===== config.mk =====
export PLATFORM = sky130hd
export DESIGN_NAME = fetch_ctrl_flat
export DESIGN_NICKNAME = d
export VERILOG_FILES = /design/src/rtl/fetch_ctrl_pkg.sv /design/src/rtl/fetch_ctrl_if.sv /design/src/rtl/fetch_ctrl_redirect_sel.sv /design/src/rtl/fetch_ctrl.sv /design/src/flat_wrapper.sv
export SDC_FILE = /design/constraint.sdc
export NUM_CORES = 1
export LEC_CHECK = 0
export CAP_MARGIN = 10
export CELL_PAD_IN_SITES_DETAIL_PLACEMENT = 0
export CELL_PAD_IN_SITES_GLOBAL_PLACEMENT = 1
export CORE_MARGIN = 2
export CORE_UTILIZATION = 35
export DETAILED_ROUTE_END_ITERATION = 8
export PLACE_DENSITY = 0.95
export SYNTH_ARGS = -nofsm -noshare
export SYNTH_HDL_FRONTEND = slang
export SYNTH_SLANG_ARGS = --single-unit

===== constraint.sdc =====
create_clock -name clk -period 6.4 [get_ports clk]
set_input_delay 0.64 -clock clk [delete_from_list [all_inputs] [get_ports clk]]
set_output_delay 0.64 -clock clk [all_outputs]
set_load 0.05 [all_outputs]

===== src/rtl/fetch_ctrl_pkg.sv =====
// Shared definitions for the IF-stage fetch controller: default vectors,
// FSM encoding and the sequential-PC helper.
package fetch_ctrl_pkg;

  localparam logic [31:0] RESET_PC_DEF = 32'hBFC0_0000;
  localparam logic [31:0] EXC_VEC_DEF  = 32'hBFC0_0380;

  typedef enum logic [1:0] {
    S_IDLE = 2'd0,
    S_REQ  = 2'd1,
    S_WAIT = 2'd2,
    S_DROP = 2'd3
  } fetch_state_t;

  // Sequential successor; wraps modulo 2^32.
  function automatic logic [31:0] seq_pc(input logic [31:0] pc);
    return pc + 32'd4;
  endfunction

endpackage


===== src/rtl/fetch_ctrl_if.sv =====
// Instruction-side SRAM-like bus between the fetch controller (master)
// and instruction memory (slave).
interface fetch_ctrl_if;
  logic        inst_req;
  logic [31:0] inst_addr;
  logic        inst_addr_ok;
  logic        inst_data_ok;
  logic [31:0] inst_rdata;

  modport master (
    output inst_req, inst_addr,
    input  inst_addr_ok, inst_data_ok, inst_rdata
  );

  modport slave (
    input  inst_req, inst_addr,
    output inst_addr_ok, inst_data_ok, inst_rdata
  );
endinterface


===== src/rtl/fetch_ctrl_redirect_sel.sv =====
// Priority mux for PC redirects: exception > eret > branch.
// hard flags the redirects that squash the fetch in flight.
module redirect_sel
  import fetch_ctrl_pkg::*;
#(
  parameter logic [31:0] EXC_VEC = EXC_VEC_DEF
) (
  input  logic        exc_req,
  input  logic        eret_req,
  input  logic        br_taken,
  input  logic [31:0] epc,
  input  logic [31:0] br_target,
  output logic        redir,
  output logic        hard,
  output logic [31:0] redir_tgt
);

  always_comb begin
    redir     = exc_req | eret_req | br_taken;
    hard      = exc_req | eret_req;
    redir_tgt = br_target;
    if (exc_req)
      redir_tgt = EXC_VEC;
    else if (eret_req)
      redir_tgt = epc;
  end

endmodule


===== src/rtl/fetch_ctrl.sv =====
// IF-stage fetch controller: drives the PC register, issues one fetch at a
// time on the instruction bus and hands {pc, inst} to ID.
module fetch_ctrl
  import fetch_ctrl_pkg::*;
#(
  parameter logic [31:0] RESET_PC = RESET_PC_DEF,
  parameter logic [31:0] EXC_VEC  = EXC_VEC_DEF
) (
  input  logic        clk,
  input  logic        reset,
  input  logic [31:0] pc_cur,
  output logic [31:0] pc_next,
  output logic        pc_we,
  input  logic        stall,
  input  logic        br_taken,
  input  logic [31:0] br_target,
  input  logic        exc_req,
  input  logic        eret_req,
  input  logic [31:0] epc,
  fetch_ctrl_if.master ibus,
  output logic        if_valid,
  output logic [31:0] if_pc,
  output logic [31:0] if_inst
);

  fetch_state_t state, state_nx;
  logic         pend_vld;
  logic [31:0]  pend_tgt;
  logic [31:0]  addr_q;
  logic         redir, hard;
  logic [31:0]  redir_tgt;
  logic         issue, resp, load;

  redirect_sel #(.EXC_VEC(EXC_VEC)) u_redirect_sel (
    .exc_req   (exc_req),
    .eret_req  (eret_req),
    .br_taken  (br_taken),
    .epc       (epc),
    .br_target (br_target),
    .redir     (redir),
    .hard      (hard),
    .redir_tgt (redir_tgt)
  );

  // A held, stalled slot blocks new requests so returning data is never lost.
  assign ibus.inst_req  = (state == S_REQ) && !(if_valid && stall) && !reset;
  assign ibus.inst_addr = pc_cur;

  assign issue = ibus.inst_req && ibus.inst_addr_ok;
  assign resp  = ibus.inst_data_ok && ((state == S_WAIT) || ((state == S_REQ) && issue));
  assign load  = resp && !stall && !hard;

  // A squash that coincides with the returning data discards it right away
  // and goes back to REQ, since DROP would wait for a response already seen.
  always_comb begin
    state_nx = state;
    unique case (state)
      S_IDLE: state_nx = S_REQ;
      S_REQ:
        if (issue) begin
          if (ibus.inst_data_ok) state_nx = S_REQ;
          else if (hard)         state_nx = S_DROP;
          else                   state_nx = S_WAIT;
        end
      S_WAIT:
        if (ibus.inst_data_ok) state_nx = S_REQ;
        else if (hard)         state_nx = S_DROP;
      S_DROP:
        if (ibus.inst_data_ok) state_nx = S_REQ;
      default: state_nx = S_IDLE;
    endcase
  end

  always_comb begin
    pc_we   = 1'b0;
    pc_next = seq_pc(pc_cur);
    if (reset) begin
      pc_next = RESET_PC;
    end else if (hard) begin
      pc_we   = 1'b1;
      pc_next = redir_tgt;
    end else if (state == S_IDLE) begin
      pc_we   = 1'b1;
      pc_next = RESET_PC;
    end else if (issue) begin
      pc_we   = 1'b1;
      if (redir)
        pc_next = redir_tgt;
      else if (pend_vld)
        pc_next = pend_tgt;
    end
  end

  always_ff @(posedge clk) begin
    if (reset) state <= S_IDLE;
    else       state <= state_nx;
  end

  // Branch target waits here until the delay-slot fetch is accepted.
  always_ff @(posedge clk) begin
    if (reset) begin
      pend_vld <= 1'b0;
      pend_tgt <= '0;
    end else if (hard || issue) begin
      pend_vld <= 1'b0;
    end else if (br_taken) begin
      pend_vld <= 1'b1;
      pend_tgt <= br_target;
    end
  end

  always_ff @(posedge clk) begin
    if (reset)      addr_q <= '0;
    else if (issue) addr_q <= pc_cur;
  end

  always_ff @(posedge clk) begin
    if (reset) begin
      if_valid <= 1'b0;
      if_pc    <= '0;
      if_inst  <= '0;
    end else if (hard) begin
      if_valid <= 1'b0;
    end else if (load) begin
      if_valid <= 1'b1;
      if_pc    <= (state == S_REQ) ? pc_cur : addr_q;
      if_inst  <= ibus.inst_rdata;
    end else if (!stall) begin
      if_valid <= 1'b0;
    end
  end

endmodule


===== src/flat_wrapper.sv =====
// flat-port wrapper written by rule: the top's interface ports become plain ports
module fetch_ctrl_flat import fetch_ctrl_pkg::*;
#(
  parameter logic [31:0] RESET_PC = RESET_PC_DEF,
  parameter logic [31:0] EXC_VEC  = EXC_VEC_DEF
)
  (clk, reset, pc_cur, pc_next, pc_we, stall, br_taken, br_target, exc_req, eret_req, epc, if_valid, if_pc, if_inst, ibus_inst_req, ibus_inst_addr, ibus_inst_addr_ok, ibus_inst_data_ok, ibus_inst_rdata);
  fetch_ctrl_if ibus_i ();
  input  logic clk;
  input  logic reset;
  input  logic [31:0] pc_cur;
  output logic [31:0] pc_next;
  output logic pc_we;
  input  logic stall;
  input  logic br_taken;
  input  logic [31:0] br_target;
  input  logic exc_req;
  input  logic eret_req;
  input  logic [31:0] epc;
  output logic if_valid;
  output logic [31:0] if_pc;
  output logic [31:0] if_inst;
  output wire logic [$bits(ibus_i.inst_req)-1:0] ibus_inst_req;
  output wire logic [$bits(ibus_i.inst_addr)-1:0] ibus_inst_addr;
  input wire logic [$bits(ibus_i.inst_addr_ok)-1:0] ibus_inst_addr_ok;
  input wire logic [$bits(ibus_i.inst_data_ok)-1:0] ibus_inst_data_ok;
  input wire logic [$bits(ibus_i.inst_rdata)-1:0] ibus_inst_rdata;
  assign ibus_inst_req = ibus_i.inst_req;
  assign ibus_inst_addr = ibus_i.inst_addr;
  assign ibus_i.inst_addr_ok = ibus_inst_addr_ok;
  assign ibus_i.inst_data_ok = ibus_inst_data_ok;
  assign ibus_i.inst_rdata = ibus_inst_rdata;
  fetch_ctrl #(.RESET_PC(RESET_PC), .EXC_VEC(EXC_VEC)) u_core (.clk(clk), .reset(reset), .pc_cur(pc_cur), .pc_next(pc_next), .pc_we(pc_we), .stall(stall), .br_taken(br_taken), .br_target(br_target), .exc_req(exc_req), .eret_req(eret_req), .epc(epc), .ibus(ibus_i), .if_valid(if_valid), .if_pc(if_pc), .if_inst(if_inst));
endmodule

==> metrics.cfg <==
[outcome]
status=finished clean

[clocking]
post-cts-setup-buffers=0
ctsHoldBuffers=0
root_buffer=clkbuf_16
clkLatencyLatePin_ps=410
cts_sinks=132
cts_tree=built
clkTransAtPathRegs_ps=60
cts_made_buffers=17
cts_resized=0
cts-htree-levels=4
clk_path_buf_depth=2

[synth]
yosysWarnings=0
yosys.area.top_type_share_pct=35.5
synth_cell_type_count=63
postSynthCellCount=926
synth_fp_nets=1067
seq_area_frac_synth_pct=35.5
synthTopCellsByCount=nand2_1, dfxtp_1, a21oi_1, nor2_1, clkbuf_1
yosys.area.top_type=dfxtp_1
ys_top_cells_by_area=dfxtp_1, nand2_1, a21oi_1, a211oi_2, mux2i_1
synth_ff_type=dfxtp_1
postSynthAreaPerCell_um2=8.03
synth-seq-cells=132
postSynth.asyncResetShare_pct=0
synth.cell_area_um2=7440
yosysMostFrequentCell=nand2_1
synth_edf_count=0

[worst_setup_path]
r2r_setup_slack_ps=3070
critPathArrivalTime_ps=4130
crit_chain=clkdlybuf4s50_1 -> or4_1 -> nand4_1 -> nand2_1 -> o41ai_1 -> clkdlybuf4s50_1
startpoint_type=primary input
worst_r2r_path_depth=8
path_common_cell=clkdlybuf4s50_1
crit_path_max_incr_delay_ps=950
cp_max_fo=20
cp.required_ps=5760
critPathBufInv=2
crit_family=buffers and inverters
worst-path-stages=6
crit_path_end_kind=output pin
cp_slowest_cell=clkdlybuf4s50_1
critical_path_class=primary input to output pin

[sta]
worst_pin_slew_ps=1210
grt_setup_unrepaired=false
setup_tns_ps=0
drv_slew=0
relSlewSlack_pct=19.0
clock.fmax_mhz=209
finClkSkew_ps=7.71
finalHoldViolCount=0
finalCritPeriodShare_pct=74.6
finalCriticalPeriod_ps=4770
setup_viol=0

[grt]
grt_max_degree=97
grt_first_pass_wirelength_um=39400
grt-ovfl-total=0
antenna_found_initial=2
grt_pass1_vias=6901
track_usage_pct=22.6

[route]
wl_um=26200
drt_iter0_drc=613
via_per_inst=5.33
dr.pass1.iters=5
drc_errors=0
ant_nets=0
vias=7466
wl_per_cell_um=18.7

[power]
leakagePower_nw=3.65
power_density_nw_per_um2=238
power_mw=2.50
vdd_drop_max_uv=165

[finish]
design_area_um2=10500
layout-drive-gt1-share_pct=8.19
area_growth_pct=41.0
nFillCells=2003
regArea_um2=2640
multi_input_area_um2=4120
num-nets-final=1252
final_util_pct=50.0

[flow_run]
max_cap_viol_count=0

[min_path]
worstHoldPathCells=2
hp-class=flop to flop

[placement]
place_area_um2=9870
place.gp.congestion=0.850
port_buffers=266
dpl.hpwl_um=18700

[floorplan]
die_h_um=150
rows=53
die_area_um2=22400
die_w_um=150
fp.coreArea_um2=21000
start_util_pct=35.5
io_pins=267

[per-stage QoR]
| step | setup slack (ps) | hold WS, ps | instances |
|---|---|---|---|
| 2_1_floorplan | 2490 | 432 | 926 |
| 3_3_place_gp | 1760 | 439 | 1367 |
| 3_5_place_dp | 1730 | 446 | 1367 |
| 4_1_cts | 1720 | 454 | 1398 |
| 5_1_grt | 1540 | 471 | 1399 |
| 6_report | 1630 | 453 | 1400 |
[power by group]
group / internal, mW / switching (mW) / leakage, nW
clock: 0.644 / 0.386 / 0.299
sequential: 0.855 / 0.0186 / 1.07
combinational: 0.233 / 0.363 / 2.28
total: 1.73 / 0.768 / 3.65
[worst paths after layout]
check	from	endpoint
min	u_core.pend_tgt[0]$_SDFFE_PP0P_	u_core.pend_tgt[0]$_SDFFE_PP0P_
max reg2reg	u_core.state[1]$_SDFFE_PP0P_	u_core.if_pc[13]$_SDFFE_PP0P_
max	br_taken	pc_next[20]
min reg2reg	u_core.pend_tgt[0]$_SDFFE_PP0P_	u_core.pend_tgt[0]$_SDFFE_PP0P_
[cells by family (layout without fill, tap and decap cells)]
group / count (synthesis) / count (layout) / synth area share, %
adder cells (fa/ha/maj): 5 / 5 / 0.841
AO/OA/AOI/OAI: 237 / 237 / 22.1
other: 0 / 2 / 0
AND/OR/NAND/NOR: 371 / 371 / 24.3
XOR/XNOR: 25 / 25 / 2.94
multiplexers: 36 / 36 / 4.86
flip-flops: 132 / 132 / 35.5
buffers and inverters: 120 / 317 / 9.49
[state kept, by name (all words and copies together), names as in the netlist]
register and cells:
u_core.pend_vld 1, u_core.state 2, u_core.pend_tgt 32, u_core.if_valid 1, u_core.if_inst 32, u_core.if_pc 32, u_core.addr_q 32
[cells in the final DEF (no fill, tap or decap), types with 6 or more instances in the layout]
cell type and instances:
a211oi_1 6, a211oi_2 30, a21o_1 6, a21oi_1 107, a221o_1 7, a221oi_1 8, buf_4 10, clkbuf_16 17
clkdlybuf4s50_1 264, dfxtp_1 132, inv_1 11, mux2i_1 35, nand2_1 207, nand3_1 15, nand3b_1 34, nand4_1 7
nor2_1 52, nor3_1 9, o21ai_0 21, o22ai_1 17, or3_1 6, xnor2_1 15, xor2_1 10
[routing by layer]
layer	GRT usage [%]	routed length, um
met1	30.6	11500
met3	5.82	2050
met2	35.4	12000
met4	7.22	635
met5	0	0
[cell type report]
class                           count  area share [%]
Antenna cell                        2          0.0477
Clock buffer                       20            4.45
Clock inverter                     11            1.43
Inverter                           11           0.394
Multi-Input combinational cell    674            39.2
Sequential cell                   132            25.2
Tap cell                          275            3.28
Timing Repair Buffer              275            26.0
[worst min-delay path, delay by kind of cell, from the launching register on]
kind,cells,cell delay [ps]
AOI/OAI and AO/OA,1,50
DFF,1,300
and+or+nand+nor,1,50
(Power assumes the default switching activity.)
